### src/rtl/sici_pcs_mf_ctrl_pkg.sv
// Shared constants, state encoding and helpers for the SICI PCS multiframe sequencer.
// Latency: n/a (declarations only).
// Backpressure: n/a.
package sici_pcs_mf_ctrl_pkg;

  // Multiframe length and the last index before wrap
  localparam int         MF_LEN       = 256;
  localparam logic [7:0] MFI_LAST     = 8'(MF_LEN - 1);

  // Longest reserved-bit span that fits inside one multiframe
  localparam int         RES_SPAN_MAX = 213;

  // Bit positions inside Inj_Sel
  localparam int         INJ_SH       = 0;
  localparam int         INJ_MF       = 1;
  localparam int         INJ_CRC      = 2;

  typedef enum logic [1:0] {
    ST_IDLE = 2'd0,
    ST_RUN  = 2'd1,
    ST_STOP = 2'd2
  } mf_state_e;

  // A request for zero multiframes still corrupts one
  function automatic logic [7:0] inj_num_eff(input logic [7:0] num);
    return (num == 8'd0) ? 8'd1 : num;
  endfunction

endpackage

### src/rtl/sici_pcs_res_ser.sv
// Reserved-channel serializer: 1-deep holding register feeding a shift register that emits PCS_SH_Res.
// Latency: outputs registered and aligned with the PCS_MFI they accompany; word sent in the multiframe after capture.
// Backpressure: Res_Rdy low while the holding register is full; an empty holding register at load point sends zeros and pulses Res_Und.
module sici_pcs_res_ser
  import sici_pcs_mf_ctrl_pkg::*;
#(
  parameter int RW        = 16,
  parameter int RES_START = 27   // must be >= 1 so the load index exists
)
(
  input  logic          Ck,
  input  logic          Rs_n,
  input  logic          CE,
  input  logic [7:0]    i_mfi,      // index currently shown
  input  logic          i_act,      // sequencer currently in RUN/STOP
  input  logic [7:0]    i_mfi_nxt,  // index shown after this edge
  input  logic          i_act_nxt,  // RUN/STOP after this edge
  input  logic [RW-1:0] Res_Word,
  input  logic          Res_Vld,
  output logic          Res_Rdy,
  output logic          Res_Und,
  output logic          o_sh_res
);

  localparam logic [7:0] LP_LOAD  = 8'(RES_START - 1);
  localparam logic [7:0] LP_FIRST = 8'(RES_START);
  localparam logic [7:0] LP_LAST  = 8'(RES_START + RW - 1);

  logic [RW-1:0] r_hold;
  logic [RW-1:0] r_shift;
  logic          r_hold_full;
  logic          r_rdy;
  logic          r_und;
  logic          r_sh_res;

  logic [RW-1:0] w_load;
  logic          w_cap;
  logic          w_xfer;
  logic          w_hold_full_nxt;
  logic          w_in_win;

  // Handshake, transfer point and reserved-bit window decode
  always_comb begin
    w_cap           = Res_Vld && r_rdy;
    w_xfer          = i_act && (i_mfi == LP_LOAD);
    // A word captured on the transfer edge stays in the holding register
    w_hold_full_nxt = w_cap || (r_hold_full && !w_xfer);
    w_load          = r_hold_full ? r_hold : '0;
    w_in_win        = i_act_nxt && (i_mfi_nxt >= LP_FIRST) && (i_mfi_nxt <= LP_LAST);
  end

  // Holding register, ready flag and underflow pulse
  always_ff @(posedge Ck or negedge Rs_n) begin
    if (!Rs_n) begin
      r_hold      <= '0;
      r_hold_full <= 1'b0;
      r_rdy       <= 1'b0;
      r_und       <= 1'b0;
    end else if (CE) begin
      if (w_cap) r_hold <= Res_Word;
      r_hold_full <= w_hold_full_nxt;
      r_rdy       <= !w_hold_full_nxt;
      // Shown during the load-index cycle whenever nothing is waiting to be sent
      r_und       <= i_act_nxt && (i_mfi_nxt == LP_LOAD) && !w_hold_full_nxt;
    end
  end

  // Shift register: load on the edge into the first reserved index, shift MSB-first after
  always_ff @(posedge Ck or negedge Rs_n) begin
    if (!Rs_n) begin
      r_shift  <= '0;
      r_sh_res <= 1'b0;
    end else if (CE) begin
      if (w_xfer) begin
        r_sh_res <= w_load[RW-1];
        r_shift  <= w_load << 1;
      end else if (w_in_win) begin
        r_sh_res <= r_shift[RW-1];
        r_shift  <= r_shift << 1;
      end else begin
        r_sh_res <= 1'b0;
      end
    end
  end

  assign Res_Rdy  = r_rdy;
  assign Res_Und  = r_und;
  assign o_sh_res = r_sh_res;

endmodule

### src/rtl/sici_pcs_mf_ctrl.sv
// SICI PCS multiframe sequencer: MFI counter, run/stop FSM, reserved-SH stream and multiframe-aligned error injection.
// Latency: all outputs registered; first RUN cycle shows PCS_MFI=0, Err_CRC trails Err_SH/Err_MF by one CE cycle.
// Backpressure: CE=0 freezes everything; Inj_Req ignored unless RUN and idle; reserved channel via Res_Vld/Res_Rdy.
module sici_pcs_mf_ctrl
  import sici_pcs_mf_ctrl_pkg::*;
#(
  parameter int RW        = 16,
  parameter int RES_START = 27
)
(
  input  logic          Ck,
  input  logic          Rs_n,
  input  logic          CE,
  input  logic          En,
  output logic          Run,
  output logic [7:0]    PCS_MFI,
  output logic          PCS_SH_Res,
  output logic          MF_Start,
  input  logic [RW-1:0] Res_Word,
  input  logic          Res_Vld,
  output logic          Res_Rdy,
  output logic          Res_Und,
  input  logic          Inj_Req,
  input  logic [2:0]    Inj_Sel,
  input  logic [7:0]    Inj_Num,
  output logic          Inj_Ack,
  output logic          Inj_Busy,
  output logic          Inj_Done,
  output logic          Err_SH,
  output logic          Err_MF,
  output logic          Err_CRC
);

  mf_state_e  r_state;
  mf_state_e  w_state_nxt;
  logic [7:0] r_mfi;
  logic [7:0] w_mfi_nxt;
  logic       r_run;
  logic       r_mf_start;
  logic       w_act;
  logic       w_act_nxt;

  logic       r_armed;
  logic       r_win;
  logic       r_busy;
  logic       r_ack;
  logic       r_done;
  logic       r_err_sh;
  logic       r_err_mf;
  logic       r_err_crc;
  logic [2:0] r_sel;
  logic [7:0] r_num;
  logic [7:0] r_cnt;

  logic       w_accept;
  logic       w_mf_edge;
  logic       w_win_start;
  logic       w_win_end;
  logic       w_win_nxt;
  logic       w_abort;
  logic       w_done;

  // FSM state register
  always_ff @(posedge Ck or negedge Rs_n) begin
    if (!Rs_n)   r_state <= ST_IDLE;
    else if (CE) r_state <= w_state_nxt;
  end

  // FSM next state and the index that will be shown after this edge
  always_comb begin
    w_state_nxt = r_state;
    w_mfi_nxt   = r_mfi;
    case (r_state)
      ST_IDLE: begin
        w_mfi_nxt = 8'd0;
        if (En) w_state_nxt = ST_RUN;
      end
      ST_RUN: begin
        w_mfi_nxt = r_mfi + 8'd1;
        if (!En) w_state_nxt = ST_STOP;
      end
      ST_STOP: begin
        // Finish the current multiframe, then park at index 0
        if (r_mfi == MFI_LAST) begin
          w_state_nxt = ST_IDLE;
          w_mfi_nxt   = 8'd0;
        end else begin
          w_mfi_nxt = r_mfi + 8'd1;
          if (En) w_state_nxt = ST_RUN;
        end
      end
      default: begin
        w_state_nxt = ST_IDLE;
        w_mfi_nxt   = 8'd0;
      end
    endcase
    w_act     = (r_state != ST_IDLE);
    w_act_nxt = (w_state_nxt != ST_IDLE);
  end

  // Counter, Run and multiframe-start outputs
  always_ff @(posedge Ck or negedge Rs_n) begin
    if (!Rs_n) begin
      r_mfi      <= 8'd0;
      r_run      <= 1'b0;
      r_mf_start <= 1'b0;
    end else if (CE) begin
      r_mfi      <= w_mfi_nxt;
      r_run      <= w_act_nxt;
      r_mf_start <= (w_state_nxt == ST_RUN) && (w_mfi_nxt == 8'd0);
    end
  end

  // Injection window control: start/end on multiframe boundaries, abort on return to IDLE
  always_comb begin
    w_accept    = Inj_Req && !r_busy && (r_state == ST_RUN);
    w_mf_edge   = w_act_nxt && (w_mfi_nxt == 8'd0);
    w_win_start = r_armed && w_mf_edge;
    w_win_end   = r_win && w_mf_edge && (r_cnt == 8'd1);
    w_abort     = r_busy && !w_act_nxt;
    w_win_nxt   = (w_win_start || (r_win && !w_win_end)) && !w_abort;
    // With CRC selected the job is finished only once its delayed tail has dropped
    w_done      = w_abort || (r_sel[INJ_CRC] ? (r_err_crc && !r_win) : w_win_end);
  end

  // Injection registers and error controls
  always_ff @(posedge Ck or negedge Rs_n) begin
    if (!Rs_n) begin
      r_armed   <= 1'b0;
      r_win     <= 1'b0;
      r_busy    <= 1'b0;
      r_ack     <= 1'b0;
      r_done    <= 1'b0;
      r_err_sh  <= 1'b0;
      r_err_mf  <= 1'b0;
      r_err_crc <= 1'b0;
      r_sel     <= 3'd0;
      r_num     <= 8'd0;
      r_cnt     <= 8'd0;
    end else if (CE) begin
      r_ack     <= w_accept;
      r_done    <= w_done;
      r_win     <= w_win_nxt;
      r_err_sh  <= w_win_nxt && r_sel[INJ_SH];
      r_err_mf  <= w_win_nxt && r_sel[INJ_MF];
      r_err_crc <= r_win && r_sel[INJ_CRC] && !w_abort;
      if (w_accept) begin
        r_sel   <= Inj_Sel;
        r_num   <= inj_num_eff(Inj_Num);
        r_armed <= 1'b1;
        r_busy  <= 1'b1;
      end else begin
        if (w_win_start || w_abort) r_armed <= 1'b0;
        if (w_done)                 r_busy  <= 1'b0;
      end
      if (w_win_start)             r_cnt <= r_num;
      else if (r_win && w_mf_edge) r_cnt <= r_cnt - 8'd1;
    end
  end

  sici_pcs_res_ser #(
    .RW        (RW),
    .RES_START (RES_START)
  ) u_res_ser (
    .Ck        (Ck),
    .Rs_n      (Rs_n),
    .CE        (CE),
    .i_mfi     (r_mfi),
    .i_act     (w_act),
    .i_mfi_nxt (w_mfi_nxt),
    .i_act_nxt (w_act_nxt),
    .Res_Word  (Res_Word),
    .Res_Vld   (Res_Vld),
    .Res_Rdy   (Res_Rdy),
    .Res_Und   (Res_Und),
    .o_sh_res  (PCS_SH_Res)
  );

  assign Run      = r_run;
  assign PCS_MFI  = r_mfi;
  assign MF_Start = r_mf_start;
  assign Inj_Ack  = r_ack;
  assign Inj_Busy = r_busy;
  assign Inj_Done = r_done;
  assign Err_SH   = r_err_sh;
  assign Err_MF   = r_err_mf;
  assign Err_CRC  = r_err_crc;

endmodule
### config.mk
export PLATFORM = sky130hd
export DESIGN_NAME = sici_pcs_mf_ctrl
export DESIGN_NICKNAME = d
export VERILOG_FILES = /design/src/rtl/sici_pcs_mf_ctrl_pkg.sv /design/src/rtl/sici_pcs_res_ser.sv /design/src/rtl/sici_pcs_mf_ctrl.sv
export SDC_FILE = /design/constraint.sdc
export NUM_CORES = 1
export LEC_CHECK = 0
export ABC_AREA = 1
export CORE_UTILIZATION = 45
export CTS_CLUSTER_DIAMETER = 150
export CTS_CLUSTER_SIZE = 40
export DETAILED_ROUTE_END_ITERATION = 8
export GPL_TIMING_DRIVEN = 0
export PLACE_DENSITY_LB_ADDON = 0.12
export SETUP_SLACK_MARGIN = 0.4
export SLEW_MARGIN = 0
export SYNTH_ARGS = -nofsm -noshare
export SYNTH_HDL_FRONTEND = slang
export SYNTH_SLANG_ARGS = --single-unit
### constraint.sdc
create_clock -name Ck -period 2.35 [get_ports Ck]
set_input_delay 0.47 -clock Ck [delete_from_list [all_inputs] [get_ports Ck]]
set_output_delay 0.47 -clock Ck [all_outputs]
set_load 0.03 [all_outputs]
### Word-level counts from Yosys, hierarchy flattened

Cells that the tools add are included.
W data, S select, Z words.

* add/subtract/negate cells: 2
* magnitude comparators: 2
* equal/unequal tests: 7
* mux-type cells: 19
* reduce and logical (&&, ||, !) cells: 48

Operators with widths (number)
* $mux W16: 3
* $mux W8: 4
* $logic_and A1 B1 Y1: 22
* $eq A8 B5 Y1 const B: 2
* $logic_not A8 Y1: 2
* $pmux W8 S2: 1
* $reduce_and A2 Y1: 6
* $reduce_bool A2 Y1: 6
* $add A8 B1 Y8 const B: 1
* $eq A8 B1 Y1 const B: 1
* $eq A8 B8 Y1 const B: 1
* $ge A8 B5 Y1 const B: 1
* $le A8 B6 Y1 const B: 1
* $sub A8 B1 Y8 const B: 1
* $logic_not A1 Y1: 7
* $mux W1: 7
* $mux W2: 3
* $pmux W2 S3: 1
* $eq A2 B1 Y1 const B: 2
* $logic_or A1 B1 Y1: 4
* $eq A2 B2 Y1 const B: 1
* $logic_not A2 Y1: 1

* bits in registers: 75
* input port bits: 33
* output and inout bits: 19
* word-level logic and storage cells: 99

### Logic depth before layout (Yosys ltp)

* depth in word-level cells: 12
* depth in mapped cells: 18
* mapped depth without buffers: 18

### By module

Synthesis repeated with hierarchy kept, for this count alone.

* cells, all modules: 508
* area total of the unflattened synthesis: 4068.9 um2

Modules (own cells, without submodules)
* sici_pcs_mf_ctrl: instances 1, cells each 295, area an instance 2296.0 um2, seq. area each 975.9 um2
* sici_pcs_res_ser: instances 1, cells each 213, area an instance 1773.0 um2, seq. area each 875.8 um2

### Worst setup path before layout

No wires, ideal clock.

* kind: reg2reg
* start point: reg r_mfi[0], in the netlist PCS_MFI[0]
* end point: reg r_cnt[0]
* library setup time: 127 ps
* data arrival time: 2167 ps
* setup slack: 55 ps
* cell stages (with the launch flop): 16
* path buffers: 1
* period minus slack after synthesis: 2295 ps
* path through: dfrtp_1 > ha_1 > nand2_2 > nor2_1 > nand2_1 > nand2_2 > nand2_4 > nand2_2 > nand2_1 > nor2_2 > nand3_2 > nor2_4 > o21ai_2 > nor2_8 > buf_6 > o21ai_0

* cells in the longest elaborated chain, start to end: 8
* elaborated cells on any way between the ends: 14
* classes of those cells: add/sub (1); eq/ne (1); mux (5); reduce/logical (7)

RTL lines
* start, declared: RTL line sici_pcs_mf_ctrl.sv:36 `logic [7:0] r_mfi;`
* start signal, assigned: RTL line sici_pcs_mf_ctrl.sv:108 `r_mfi <= w_mfi_nxt;`
* $add A8 B1 Y8 or $eq A8 B8 Y1 (tied branches): RTL line sici_pcs_mf_ctrl.sv:79, sici_pcs_mf_ctrl.sv:88, sici_pcs_mf_ctrl.sv:84
* $mux W8 or $mux W2 (tied branches): RTL line sici_pcs_mf_ctrl.sv:84 `if (r_mfi == MFI_LAST) begin`
* $pmux W8 S2 or $pmux W2 S3 (tied branches): RTL line sici_pcs_mf_ctrl.sv:73 `case (r_state)`
* $logic_not A8 Y1 or $reduce_bool A2 Y1 (tied branches): RTL line sici_pcs_mf_ctrl.sv:117, sici_pcs_mf_ctrl.sv:98
* $logic_and A1 B1 Y1 (*): RTL line sici_pcs_mf_ctrl.sv:117 `w_mf_edge = w_act_nxt && (w_mfi_nxt == 8'd0);`
* $logic_and A1 B1 Y1 (on tied branches): RTL line sici_pcs_mf_ctrl.sv:118, sici_pcs_mf_ctrl.sv:157
* $reduce_bool A2 Y1 (no line)
* $reduce_and A2 Y1 (no line)
* end signal, assigned: RTL line sici_pcs_mf_ctrl.sv:156 `if (w_win_start) r_cnt <= r_num;`
* end signal, assigned: RTL line sici_pcs_mf_ctrl.sv:157 `else if (r_win && w_mf_edge) r_cnt <= r_cnt - 8'd1;`
* end, declared: RTL line sici_pcs_mf_ctrl.sv:53 `logic [7:0] r_cnt;`

Every way passes the cells marked *; elsewhere a longest branch is shown, timed or not.
A chain may end at the register's enable or synchronous reset.

### Final worst setup path

* start point: reg r_mfi[0], in the netlist PCS_MFI[0]
* end point: reg r_cnt[3]

Same word-level chain as after synthesis.

==> summary.md <==
| Metric | Value |
|---|---|
| Synth cell types | `37` |
| Overall Power | `around 5.5 mW` |
| Critical Path AT | `between 2 and 2.5 ns` |
| Largest area contributor in the netlist | `dfrtp_1` |
| Worst-case reg-to-reg path depth | `17` |
| Maximum clock insertion buffer count | `2` |
| First-pass GRT wire length | `14860 µm` |
| Io pins | `52` |
| GPL Wtd Cong | `0.8576` |
| Crit end category | `register` |
| Placeable Area | `roughly 8300 µm²` |
| DIE AREA | `roughly 8900 µm²` |
| Max Fclk | `442.3 MHz` |
| Syn nets | `~480` |
| IO Port Bufs | `51` |
| Worst-path fanout max | `6` |
| Antenna Cells | `0` |
| Max incr delay on CP | `0.41 ns` |
| HP Class | `in -> async` |
| Nets | `574` |
| Syn-to-layout area delta | `36.13%` |
| Most frequent cells in the layout | `nand2_1, dfrtp_1, clkdlybuf4s50_1, inv_1, nand3_1` |
| Setup violators final | `0` |
| Area after DPL | `4536 µm²` |
| Critical Path RT | `2.58 ns` |
| Final instance area | `5233 µm²` |
| Routed wire length per instance | `about 14 µm` |
| Syn. warnings | `0` |
| Fin crit share | `between 90% and 100%` |
| Die H | `94.42 µm` |
| Largest net degree at the start of global routing | `52` |
| Family with the most delay on the worst path | `simple AND/OR/NAND/NOR gates` |
| Pre-Repair DR Iteration Count | `4` |
| Routed Antenna Nets | `0` |
| CTS tree | `yes` |
| CTS buffer count | `9` |
| Max Cap Viol | `0` |
| Fraction of layout cells with a size suffix above 1 | `26.21%` |
| Clk Tree Root Cell | `clkbuf_8` |
| Initial Util | `between 40% and 50%` |
| Slew headroom | `62.79%` |
| Detailed-route via count | `between 3000 and 4000` |
| CP startpoint kind | `register` |
| Vias per cell | `5.146` |
| Worst IR Drop VDD | `0.0004259 V` |
| Total congestion overflow | `0` |
| Reg-to-Reg Start | `PCS_MFI[0]` |
| Syn Area/Cell | `8.716 µm²` |
| Post-detail-place hpwl | `6027 µm` |
| DR iter-0 viols | `166` |
| R2R Path End | `r_cnt[3]` |
| Final WL | `between 9000 and 10000 µm` |
| CP cell instances | `ha_4 -> nand2_2 -> nor2_2 -> nand2_1 -> nand2_2 -> nand2_4 -> nand2_4 -> nand2_4 -> nor2_4 -> nand3_2 -> nor2_4 -> nand2_4 -> clkbuf_16 -> nand2_2 -> nand2_1 -> nand2_1 -> o21ai_1` |
| Buf/Inv on CP | `1` |
| Cell count after synthesis | `441` |
| Final Slew Violations | `0` |
| Post-synthesis sequential area ratio | `48.18%` |
| Fin. Hold Viols | `0` |
| RSZ-0062 raised after global routing | `true` |
| R2R Setup Slk | `0.09 ns` |
| Clock slew at reported path FFs | `0.08 ns` |
| Measured slew at the worst slew-check pin | `0.5582 ns` |
| Chip width | `roughly 94 µm` |
| GRT Total Usage | `21.55%` |
| Power per cell area | `1048 nW/µm²` |
| Setup Skew | `0.008679 ns` |
| FF+latch count, synth | `74` |
| H-tree Lvls | `3` |
| Setup CP Type | `reg -> reg` |
| Fin crit period | `2.261 ns` |
| Initial antenna violation count | `0` |
| Residual DRC count | `0` |
| Critical-path top delay cell | `dfrtp_2` |
| Synthesized area | `3844 µm²` |
| Commonest non-fill, non-tap cell in the layout | `nand2_1` |
| Worst-Skew Late Latency | `0.34 ns` |
| Row count | `33` |
| Ranking of synthesized cells by area | `dfrtp_1, nand2_1, mux2_2` |
| TritonCTS Sinks | `74` |
| Number of global-route vias before repair | `3176` |
| Run status | `completed` |
| Leakage | `2.628 nW` |
| Share of the synthesized area in the top cell type | `48.18%` |
| Most frequent CP cell | `nand2_4` |
-- sequential cells by signal (all words and copies together) (netlist names), 2 cells and up --
register and cells:
PCS_MFI 8, r_cnt 8, u_res_ser.r_shift 15, r_sel 3, r_num 8, u_res_ser.r_hold 16
r_state 2
-- per-stage QoR --
step                util [%]  instances  setup TNS, ns  hold slack (ns)  worst slack (ns)
floorplan                  -        441              0           0.1744            0.2396
global placement       54.62        597        -135.10           0.4546            -2.080
detailed placement     54.92        598         -1.289           0.4006          -0.09913
CTS                    60.64        633              0          0.03166            0.1347
global route           63.36        643       -0.02491          0.04171          -0.01698
finish                 63.36        643              0          0.02895           0.08918
-- cells in the mapped netlist, drive strengths merged --
cell type and instances:
or2 2, and2 1, nor4 1, dfrtp 74, clkinv 1, clkbuf 8
a21oi 11, o21bai 2, nand4 11, o31ai 2, inv 43, a22oi 1
o211ai 1, nor3 4, xor2 6, a22o 14, mux2 18, nand2 125
o21ai 34, buf 7, nand3 34, ha 8, nor2 33
-- logic make-up (layout without fill, tap and decap cells) --
| logic type | Yosys count | after routing | synth area share [%] |
|---|---|---|---|
| buffers and inverters | 59 | 156 | 6.868 |
| AO/OA/AOI/OAI | 65 | 65 | 11.00 |
| AND/OR/NAND/NOR | 211 | 211 | 24.71 |
| multiplexers | 18 | 18 | 5.273 |
| XOR/XNOR | 6 | 6 | 1.367 |
| adder cells (fa/ha/maj) | 8 | 8 | 2.604 |
| flip-flops | 74 | 74 | 48.18 |
-- power breakdown --
| group | leakage [nW] | switching [mW] | internal (mW) |
|---|---|---|---|
| Clock | 0.0966 | 0.467 | 0.521 |
| Combinational | 1.60 | 1.48 | 1.19 |
| Sequential | 0.934 | 0.226 | 1.61 |
| Total | 2.63 | 2.17 | 3.31 |
-- layer usage --
layer	routed length, µm	part of all wire (%)	up-vias	track usage (%)
li1	-	-	1633	-
met1	4031	44	1571	28.91
met2	4523	50	93	35.08
met3	409	4.5	12	4.831
met4	97	1.1	0	5.769
met5	0	0	-	0
-- repair_timing --
item / CTS / global route
gates cloned: 1 / 1
endpoints found under the setup margin: 34 / 51
pin swaps: 14 / 15
hold buffers: 0 / 0
buffers inserted: 18 / 9
resized for setup: 41 / 45
-- how the worst max path moves through the flow --
| stage | start | endpoint | cells after the start |
|---|---|---|---|
| detailed placement | En | r_cnt[4] | 12 |
| global route | PCS_MFI[0] | r_cnt[7] | 17 |
| floorplan | PCS_MFI[0] | r_cnt[0] | 15 |
| global placement | Rs_n | PCS_MFI[0] | 1 |
| finish | PCS_MFI[0] | r_cnt[3] | 17 |
| CTS | PCS_MFI[0] | r_cnt[7] | 16 |
-- layout make-up --
cell class / instances / area (µm²)
Buffer: 15 / 106.4
Clock buffer: 12 / 145.1
Clock inverter: 4 / 51.30
Fill cell: 674 / 3025
Inverter: 44 / 170.2
Multi-Input combinational cell: 308 / 1957
Sequential cell: 74 / 1859
Tap cell: 105 / 131.4
Timing Repair Buffer: 81 / 812.0
Power figures use the tool's default switching activity.
